**config.mk**
```make
export PLATFORM = sky130hd
export DESIGN_NAME = cmp_sequencer
export DESIGN_NICKNAME = d
export VERILOG_FILES = /design/src/rtl/cmp_sequencer.sv
export SDC_FILE = /design/constraint.sdc
export NUM_CORES = 1
export LEC_CHECK = 0
export ABC_AREA = 1
export CAP_MARGIN = 20
export CORE_MARGIN = 8
export CORE_UTILIZATION = 25
export CTS_CLUSTER_DIAMETER = 150
export DETAILED_ROUTE_END_ITERATION = 8
export DONT_BUFFER_PORTS = 1
export SLEW_MARGIN = 20
export SYNTH_ARGS = -nofsm -noshare
export SYNTH_HDL_FRONTEND = slang
export SYNTH_SLANG_ARGS = --single-unit
```
**constraint.sdc**
```tcl
create_clock -name clk -period 3.75 [get_ports clk]
set_input_delay 0.9375 -clock clk [delete_from_list [all_inputs] [get_ports clk]]
set_output_delay 0.9375 -clock clk [all_outputs]
set_load 0.03 [all_outputs]
```
**src/rtl/cmp_sequencer.sv**
```systemverilog
// cmp_sequencer: round-robin shared multi-word magnitude comparator.
// One WIDTH-bit comparatortree is walked over NWORDS chunks, MS chunk first,
// stopping at the first unequal chunk; result returned on a valid/ready port.

// comparatortree: single-chunk equality plus unsigned and signed less-than.
module comparatortree #(
   parameter int WIDTH = 64
) (
   input  logic [WIDTH-1:0] a,
   input  logic [WIDTH-1:0] b,
   output logic             eq,
   output logic             lt_u,
   output logic             lt_s
);

   // purely combinational chunk compare
   always_comb begin
      eq   = (a == b);
      lt_u = (a < b);
      lt_s = ($signed(a) < $signed(b));
   end

endmodule

module cmp_sequencer #(
   parameter  int WIDTH  = 64,
   parameter  int NWORDS = 2,
   parameter  int NREQ   = 2,
   localparam int IDW    = (NREQ > 1) ? $clog2(NREQ) : 1
) (
   input  logic                          clk,
   input  logic                          reset_n,
   input  logic [NREQ-1:0]               req_valid,
   output logic [NREQ-1:0]               req_ready,
   input  logic [NREQ-1:0]               req_signed,
   input  logic [NREQ*NWORDS*WIDTH-1:0]  req_a,
   input  logic [NREQ*NWORDS*WIDTH-1:0]  req_b,
   output logic                          rsp_valid,
   input  logic                          rsp_ready,
   output logic [IDW-1:0]                rsp_id,
   output logic                          rsp_eq,
   output logic                          rsp_lt
);

   localparam int OPW = NWORDS * WIDTH;
   localparam int KW  = (NWORDS > 1) ? $clog2(NWORDS) : 1;

   typedef enum logic [1:0] {IDLE, COMPARE, RESP} state_t;

   state_t            state_q, state_d;
   logic [IDW-1:0]    ptr_q;
   logic [KW-1:0]     k_q;
   logic [OPW-1:0]    a_q, b_q;
   logic              sgn_q;
   logic [IDW-1:0]    grant;
   logic              grant_vld;
   logic              accept;
   logic [WIDTH-1:0]  chunk_a, chunk_b;
   logic              chunk_eq, chunk_lt_u, chunk_lt_s, lt_sel;
   logic              top_chunk;
   int unsigned       idx;
   logic [IDW-1:0]    idx_n;

   // round-robin search from ptr upward with wrap; first valid requester wins
   always_comb begin
      grant     = '0;
      grant_vld = 1'b0;
      idx       = 0;
      idx_n     = '0;
      for (int unsigned i = 0; i < NREQ; i++) begin
         idx   = (32'(ptr_q) + i) % NREQ;
         idx_n = IDW'(idx);
         if (!grant_vld && req_valid[idx_n]) begin
            grant     = idx_n;
            grant_vld = 1'b1;
         end
      end
   end

   assign accept = reset_n && (state_q == IDLE) && grant_vld;

   // chunk k of the latched operands feeds the shared comparator
   always_comb begin
      chunk_a   = a_q[k_q*WIDTH +: WIDTH];
      chunk_b   = b_q[k_q*WIDTH +: WIDTH];
      top_chunk = (k_q == KW'(NWORDS-1));
      lt_sel    = (sgn_q && top_chunk) ? chunk_lt_s : chunk_lt_u;
   end

   comparatortree #(.WIDTH(WIDTH)) u_cmp (
      .a    (chunk_a),
      .b    (chunk_b),
      .eq   (chunk_eq),
      .lt_u (chunk_lt_u),
      .lt_s (chunk_lt_s)
   );

   // state register
   always_ff @(posedge clk or negedge reset_n) begin
      if (!reset_n) state_q <= IDLE;
      else          state_q <= state_d;
   end

   // next-state logic
   always_comb begin
      state_d = state_q;
      case (state_q)
         IDLE:    if (grant_vld)                    state_d = COMPARE;
         COMPARE: if (!chunk_eq || (k_q == '0))     state_d = RESP;
         RESP:    if (rsp_ready)                    state_d = IDLE;
         default:                                   state_d = IDLE;
      endcase
   end

   // outputs: ready only for the winner in IDLE, valid while in RESP
   always_comb begin
      req_ready = '0;
      if (accept) req_ready[grant] = 1'b1;
      rsp_valid = (state_q == RESP);
   end

   // operand latch, chunk walk, pointer update and registered response fields
   always_ff @(posedge clk or negedge reset_n) begin
      if (!reset_n) begin
         ptr_q  <= '0;
         k_q    <= KW'(NWORDS-1);
         a_q    <= '0;
         b_q    <= '0;
         sgn_q  <= 1'b0;
         rsp_id <= '0;
         rsp_eq <= 1'b0;
         rsp_lt <= 1'b0;
      end else if (accept) begin
         a_q    <= req_a[grant*OPW +: OPW];
         b_q    <= req_b[grant*OPW +: OPW];
         sgn_q  <= req_signed[grant];
         rsp_id <= grant;
         k_q    <= KW'(NWORDS-1);
         ptr_q  <= (grant == IDW'(NREQ-1)) ? '0 : grant + 1'b1;
      end else if (state_q == COMPARE) begin
         if (!chunk_eq) begin
            rsp_eq <= 1'b0;
            rsp_lt <= lt_sel;
         end else if (k_q == '0) begin
            rsp_eq <= 1'b1;
            rsp_lt <= 1'b0;
         end else begin
            k_q <= k_q - 1'b1;
         end
      end
   end

endmodule

```
# After elaboration in Yosys (flattened, before gate mapping)
# Index checks and enable logic that the tools add are counted.
# op_classes
n_addsub	3
n_lt_le_gt_ge	6
eq_ne	7
n_shift	4
muxes	27
bitwise	2
reduce_logical	14
# op_table
cell	n
256-bit by 9-bit indexed part select with 128-bit output	2
128-bit by 8-bit indexed part select with 64-bit output	2
64-bit less-than comparator	2
64-bit equality test	1
1-bit 2-to-1 mux	21
2-bit 2-to-1 mux	4
1-bit by 2-bit less-than comparator with 1-bit output (second input constant)	3
2-bit != test (second input constant)	3
2-bit case mux with 3 select lines	1
3-bit AND reduction	2
1-bit logical AND	5
2-bit nonzero test	2
1-bit adder (second input constant)	2
2-bit by 1-bit equality test with 1-bit output (second input constant)	1
2-bit equality test (second input constant)	1
1-bit zero test	2
2-bit zero test	1
2-bit by 1-bit != test with 1-bit output (second input constant)	1
1-bit NOT	2
2-bit AND reduction	1
1-bit demux with 1-bit select	1
1-bit greater-or-equal comparator (second input constant)	1
1-bit logical OR	1
1-bit subtractor (second input constant)	1
# word_totals
regBits	264
output_inout_bits	6

# Depth between registers and ports, before layout
# Gate-level depths: netlist (run 1).
# depth
ltp_word	11
depth_mapped	21
depth_no_buf	18

# Modules after synthesis
# From an unflattened synthesis (run 1), not the netlist that was laid out.
# hier_totals
hier_cells	2674
area_unflattened_um2	16859.9
# by_module_without_submodules
module	instances	cells_per_inst	area_each_um2	seq_area_each_um2
cmp_sequencer	1	2396	15132.0	6607.6
comparatortree	1	278	1727.9	0.0

# Worst setup path after synthesis (run 1)
# No wires, ideal clock.
# synth_timing
kind	input to output
start	input req_valid[0]
end	output req_ready[1]
arrival_time_ns	1.810
required_ns	2.812
setup_slack_ns	1.003
stages	4
n_path_buf	1
cell_sequence	nand2_1 > nand2_1 > nor2_2 > clkbuf_1
# synth_between
elab_chain_len	11
elab_cells_between_ends	17
# synth_rtl
element	line_no	text
start, declared	33	input logic [NREQ-1:0] req_valid,
1-bit 2-to-1 mux (implied by the code) (2 in a row)	73	if (!grant_vld && req_valid[idx_n]) begin
1-bit 2-to-1 mux	73	
1-bit zero test	73	
1-bit logical AND	73	
1-bit 2-to-1 mux	73	
1-bit by 2-bit less-than comparator with 1-bit output (implied by the code) or 1-bit greater-or-equal comparator (tied branches)	118	if (accept) req_ready[grant] = 1'b1;
1-bit logical AND (implied by the code)	118	
1-bit 2-to-1 mux (implied by the code)	118	
1-bit demux with 1-bit select	118	
2-bit 2-to-1 mux (*)	118	
end, declared	34	output logic [NREQ-1:0] req_ready,
# Mark *: on every way between the ends. The rest lies on a longest branch, timed or not. The select of a mux whose other input is x is not followed.

# Final worst setup path (run 1)
# layout_timing
start	register k_q
end	register state_q[1]
# layout_between
elab_chain_len	6
elab_cells_between_ends	8
# layout_rtl
element	line_no	text
start, declared	52	logic [KW-1:0] k_q;
start signal, assigned	126	k_q <= KW'(NWORDS-1);
start signal, assigned	138	k_q <= KW'(NWORDS-1);
start signal, assigned	148	k_q <= k_q - 1'b1;
128-bit by 8-bit indexed part select with 64-bit output (on tied branches)	84, 85	
64-bit equality test	18	eq = (a == b);
1-bit zero test	--	
1-bit logical OR (*)	109	COMPARE: if (!chunk_eq || (k_q == '0)) state_d = RESP;
2-bit != test (no line) (*)	--	
3-bit AND reduction (no line) (*)	--	
end signal, assigned	101	else state_q <= state_d;
end, declared	50	state_t state_q, state_d;
# Mark *: on every way between the ends. The rest lies on a longest branch, timed or not.
# A chain may end at the register's enable or synchronous reset.

==> impl_metrics.toml, run 1 <==
[status]
outcome = "finished, final reports clean"

[worst_setup_path]
worstPathCellList = "buf_12 -> buf_4 -> mux2i_1 -> ha_1 -> nand2_1 -> nor2_1 -> nand2_1 -> nor2_1 -> nand2_1 -> nor2_1 -> nand3_1 -> a31o_2"
endpoint_kind = "register"
crit_slowest_cell = "dfstp_4"
crit_buf_inv = 2
crit_family = "simple AND/OR/NAND/NOR gates"
rrSetupSlack_ps = 600
worstSetupPathType = "register to register"
crit_required_ps = 4210
cp_slowest_stage_delay_ps = 650
path_max_fanout = 48
crit_arrival_ps = 3610
cp-start-kind = "register"

[layout]
seqCellArea_um2 = 6610
final_area_um2 = 16000
syn2layout_area_growth_pct = 10.9
drive_above_1_share_pct = 3.74
final_nets = 2459
final_common_cell = "nand2_1"
fin_cells = 2666
num-fill-cells = 6262
mostFrequentLayoutCells = "nand2_1 (1062), nand3_1 (264), dfrtp_1 (263)"
multi_input_area_um2 = 7160

[synthesis]
yosys-top-cells-area = "dfrtp_1 (45%), nand2_1 (28%), nand3_1 (9.1%)"
synth_top_family_by_area = "simple AND/OR/NAND/NOR gates"
synth_mux_area_share_pct = 4.43
yosys_warnings = 0
synth_simple_gate_area_share_pct = 37.8
syn_nets = 2519
synth_top_area_share_pct = 45.5
ys_seq_area_share_pct = 45.7
synth_compound_area_share_pct = 1.61
syn_area_um2 = 14500
synth_cells = 1936
synth_xor_area_share_pct = 0
synthAdderAreaFrac_pct = 5.54
yosysUniqueCellTypes = 26
syn_avg_cell_area_um2 = 7.47
synth.largest_area_cell = "dfrtp_1"
ys_ff_latch = 264

[power]
powerDensity_nw_per_um2 = 802
p_leak_nw = 8.27
ir_drop_mv = 0.564

[floorplan]
ios = 525
dieArea_um2 = 65800
initial_utilization_pct = 25.2
die_h_um = 257
num_rows = 88
die_w_um = 257
coreArea_um2 = 57500

[cts]
cts_max_level = 1
numClockSinks = 264
ctsHoldBuffers = 0
clk_pin_slew_ps = 60
clk-insertion-delay-late_ps = 590
cts_setup_buffers = 0
root_buffer = "clkbuf_16"
cts_buffer_depth = 3
cts_resized = 0
cts_made_buffers = 31
cts_tree = "built"

[timing]
slew-limit-headroom_pct = 6.86
worst_slack_ps = 598
fin_crit_sh_pct = 84.1
period_needed_ps = 3150
hold_viol = 0
worstMarginPinSlew_ps = 1400
skew_ps = 20.1
setup_violations = 0
fmax_mhz = 317
rsz0062_at_grt = "false"
setup_tns_ps = 0
drv_slew = 0

[routing]
wl_um = 50000
vias = 12600
drt_pass1_iterations = 8
via_per_inst = 4.72
drc = 0
first_iter_violations = 1034
wl_per_cell_um = 18.8
final_antenna_net_count = 0

[global_route]
grt_max_degree = 266
grt_pass1_wl_um = 76900
grt_use_total_pct = 14.5
first_global_vias = 13200
grt_overflow_total = 0
antenna_found_initial = 5

[place]
place_inst = 2608
gp_congestion = 0.855
preCtsSetupSlack_ps = 547
hpwlAfterDp_um = 38300
place_area_um2 = 15000
portBuffers = 0

[hold_path]
min_path_type = "input pin to async pin"

[flow_run]
maxCapViolations = 0
-- cells by family (layout without fill, tap and decap cells) --
| kind of cell | Yosys count | count (layout) |
|---|---|---|
| other | 0 | 2 |
| adder cells (fa/ha/maj) | 64 | 64 |
| AO/OA/AOI/OAI | 40 | 40 |
| AND/OR/NAND/NOR | 1364 | 1364 |
| buffers and inverters | 140 | 103 |
| flip-flops | 264 | 264 |
| multiplexers | 64 | 64 |
-- stage by stage --
stage	utilization (%)	hold WS, ps	power [mW]
6_report	27.9	61.3	12.9
2_1_floorplan	-	464	8.48
3_5_place_dp	26.2	484	10.0
4_1_cts	27.9	4.02	13.1
3_3_place_gp	26.2	483	9.87
5_1_grt	27.9	11.6	14.1
-- cells in the mapped netlist, drive strengths merged --
master / count
buf: 68
dfstp: 1
o21ai: 6
clkbuf: 39
inv: 33
dfrtp: 263
mux2i: 64
o21bai: 1
nand3: 265
nand3b: 1
nand2: 1062
ha: 64
o21a: 1
a21oi: 26
nor2: 30
a31o: 1
nand4: 3
a21o: 5
or2: 1
nor3: 2
-- worst paths after layout --
check,startpoint,end,depth (start not counted)
max,k_q$_DFFE_PN1P_,state_q[1]$_DFFE_PN0P_,12
min,reset_n,b_q[31]$_DFFE_PN0P_,0
max reg2reg,k_q$_DFFE_PN1P_,state_q[1]$_DFFE_PN0P_,12
min reg2reg,b_q[36]$_DFFE_PN0P_,b_q[36]$_DFFE_PN0P_,2
max in group asynchronous,reset_n,b_q[93]$_DFFE_PN0P_,0
min in group clk,req_a[68],a_q[68]$_DFFE_PN0P_,2
-- flip-flops by register name, indices dropped and copies added (netlist names) --
name,flops
ptr_q,1
a_q,128
rsp_id,1
rsp_lt,1
sgn_q,1
k_q,1
rsp_eq,1
state_q,2
b_q,128
-- worst reg2reg max path: cells and delay by family (launching register included) --
| kind | cells | cell delay [ps] |
|---|---|---|
| flops | 1 | 650 |
| buf+inv | 2 | 690 |
| compound gates | 1 | 210 |
| simple gates | 7 | 1000 |
| fa+ha+maj | 1 | 330 |
| mux | 1 | 160 |
-- per-layer routing --
metal	routed length, µm	share of wire [%]	up-vias	GRT usage [%]
met3	3940	7.9	88	4.03
li1	-	-	6071	-
met2	23100	46	529	23.8
met4	1540	3.1	6	4.71
met1	21400	43	5897	18.3
met5	38	0.076	-	0
-- cell type report --
cell class	instances	area share [%]
timing repair buffer	14	1.20
sequential	264	41.2
antenna	2	0.0312
inverter	33	0.772
multi-input combinational	1532	44.6
clock inverter	15	0.889
clock buffer	41	5.32
tap	765	5.96
-- where the power goes --
group	internal [mW]	switching, mW	total [mW]
clock network	1.73	1.27	3.00
registers	4.17	0.949	5.12
logic	1.92	2.85	4.76
total	7.82	5.06	12.9
Power figures use the tool's default switching activity.
==> inputs of run 2 (changes only) <==
==> constraint.sdc (replaced) <==
create_clock -name clk -period 3.2 [get_ports clk]
set_input_delay 0.8 -clock clk [delete_from_list [all_inputs] [get_ports clk]]
set_output_delay 0.8 -clock clk [all_outputs]
set_load 0.03 [all_outputs]
==> run 2 against run 1 <==
- the flow now finishes with violations (negative hold slack)
- worst hold slack got worse by 130 ps
- final cell count about the same
- core utilization about the same
- clock power increased by 14%
- fmax increased by 7.7%
- clock skew increased by 0.97 ps
- setup slack got worse by 320 ps
- die area unchanged
- largest cell class unchanged
==> impl_metrics.toml, run 2 (synthesis gave the netlist of run 1 again) <==
[status]
outcome = "finished, violations left"
violations = "negative hold slack"

[floorplan]
die_w_um = 257
ios = 525
num_rows = 88
die_h_um = 257
dieArea_um2 = 65800
initial_utilization_pct = 25.2
coreArea_um2 = 57500

[worst_setup_path]
cp_slowest_stage_delay_ps = 650
crit_required_ps = 3650
path_max_fanout = 65
endpoint_kind = "register"
crit_family = "simple AND/OR/NAND/NOR gates"
crit_buf_inv = 1
crit_slowest_cell = "dfstp_4"
cp-start-kind = "register"
worstPathCellList = "buf_12 -> mux2i_1 -> ha_1 -> nand2_1 -> nor2_1 -> nand3_1 -> nor3_2 -> nand2_1 -> nor2_1 -> nand3_1 -> a31o_2"
worstSetupPathType = "register to register"
crit_arrival_ps = 3380
rrSetupSlack_ps = 270

[global_route]
grt_max_degree = 266
grt_use_total_pct = 14.2
antenna_found_initial = 2
first_global_vias = 13300
grt_overflow_total = 0
grt_pass1_wl_um = 76100

[routing]
via_per_inst = 4.69
met3_length_um = 3720
final_antenna_net_count = 0
drt_pass1_iterations = 5
drc = 0
wl_per_cell_um = 18.4
wl_um = 48900
dr.max_layer_used = "met5"
wl_met1_um = 21300
first_iter_violations = 979
met2_length_um = 23000
vias = 12500

[cts]
clk-insertion-delay-late_ps = 580
numClockSinks = 264
clk_pin_slew_ps = 60
cts_setup_buffers = 0
cts_tree = "built"
root_buffer = "clkbuf_16"
cts_made_buffers = 30
cts_max_level = 1
cts_buffer_depth = 3

[timing]
worstMarginPinSlew_ps = 1110
slew-limit-headroom_pct = 26.1
rsz0062_at_grt = "false"
skew_ps = 21.0
drv_slew = 0
setup_violations = 0
fmax_mhz = 342
setup_tns_ps = 0
period_needed_ps = 2930
hold_viol = 197
whs_ps = -67.8
fin_crit_sh_pct = 91.5

[layout]
top_regs = "a_q (128), b_q (128), state_q (2)"
drive_above_1_share_pct = 3.74
final_common_cell = "nand2_1"
fin_util_pct = 28.0
final_nets = 2461
final_area_um2 = 16100
syn2layout_area_growth_pct = 11.1
mostFrequentLayoutCells = "nand2_1 (1062), nand3_1 (264), dfrtp_1 (263)"

[power]
p_leak_nw = 8.27
powerDensity_nw_per_um2 = 932
ir_drop_mv = 0.527

[place]
hpwlAfterDp_um = 37900
place_area_um2 = 15100
portBuffers = 0
gp_congestion = 0.861

[flow_run]
maxCapViolations = 0

[hold_path]
min_path_type = "input pin to async pin"
[run 2: cell type report]
class,instances,area (µm²)
Fill cell,6243,41400
Tap cell,765,957
Timing Repair Buffer,17,231
Sequential cell,264,6610
Antenna cell,1,2.50
Clock inverter,6,61.3
Inverter,33,124
Multi-Input combinational cell,1532,7170
Clock buffer,46,912
[run 2: timing repair]
item	in CTS	in global routing
setup endpoints to repair	0	5
gates resized for setup	0	3
endpoints found under the hold margin	263	263
[run 2: worst reg2reg max path: cells and delay by family (launching register included)]
family,cells,cell delay (ps)
flip-flops,1,650
multiplexers,1,210
AND/OR/NAND/NOR,7,1130
adder cells (fa/ha/maj),1,320
buffers and inverters,1,290
AO/OA/AOI/OAI,1,210
[run 2: worst paths after layout]
check | cells after the start | startpoint | endpoint
worst max-delay path | 11 | k_q$_DFFE_PN1P_ | state_q[1]$_DFFE_PN0P_
worst min-delay path | 0 | reset_n | a_q[94]$_DFFE_PN0P_
worst max register to register | 11 | k_q$_DFFE_PN1P_ | state_q[1]$_DFFE_PN0P_
worst min register to register | 2 | b_q[15]$_DFFE_PN0P_ | b_q[15]$_DFFE_PN0P_
max in group asynchronous | 0 | reset_n | b_q[2]$_DFFE_PN0P_
min in group clk | 2 | req_b[69] | b_q[69]$_DFFE_PN0P_
[run 2: power breakdown]
group | switching, mW | total (mW) | internal, mW
sequential | 1.12 | 6.01 | 4.89
combinational | 3.31 | 5.56 | 2.25
clock | 1.40 | 3.42 | 2.02
[run 2: metrics by stage]
step           power [mW]  instances  setup WS (ps)
6_report             15.0       2664            273
5_1_grt              16.4       2663           13.2
4_1_cts              15.2       2663            124
3_5_place_dp         11.7       2611            159
3_3_place_gp         11.6       2611            165
2_1_floorplan        9.94       1936            514
[run 2: layer usage]
layer	track usage, %	vias to the layer above
met3	4.18	63
met2	24.2	477
met4	2.62	4
met5	0	-
met1	17.9	5891
li1	-	6072
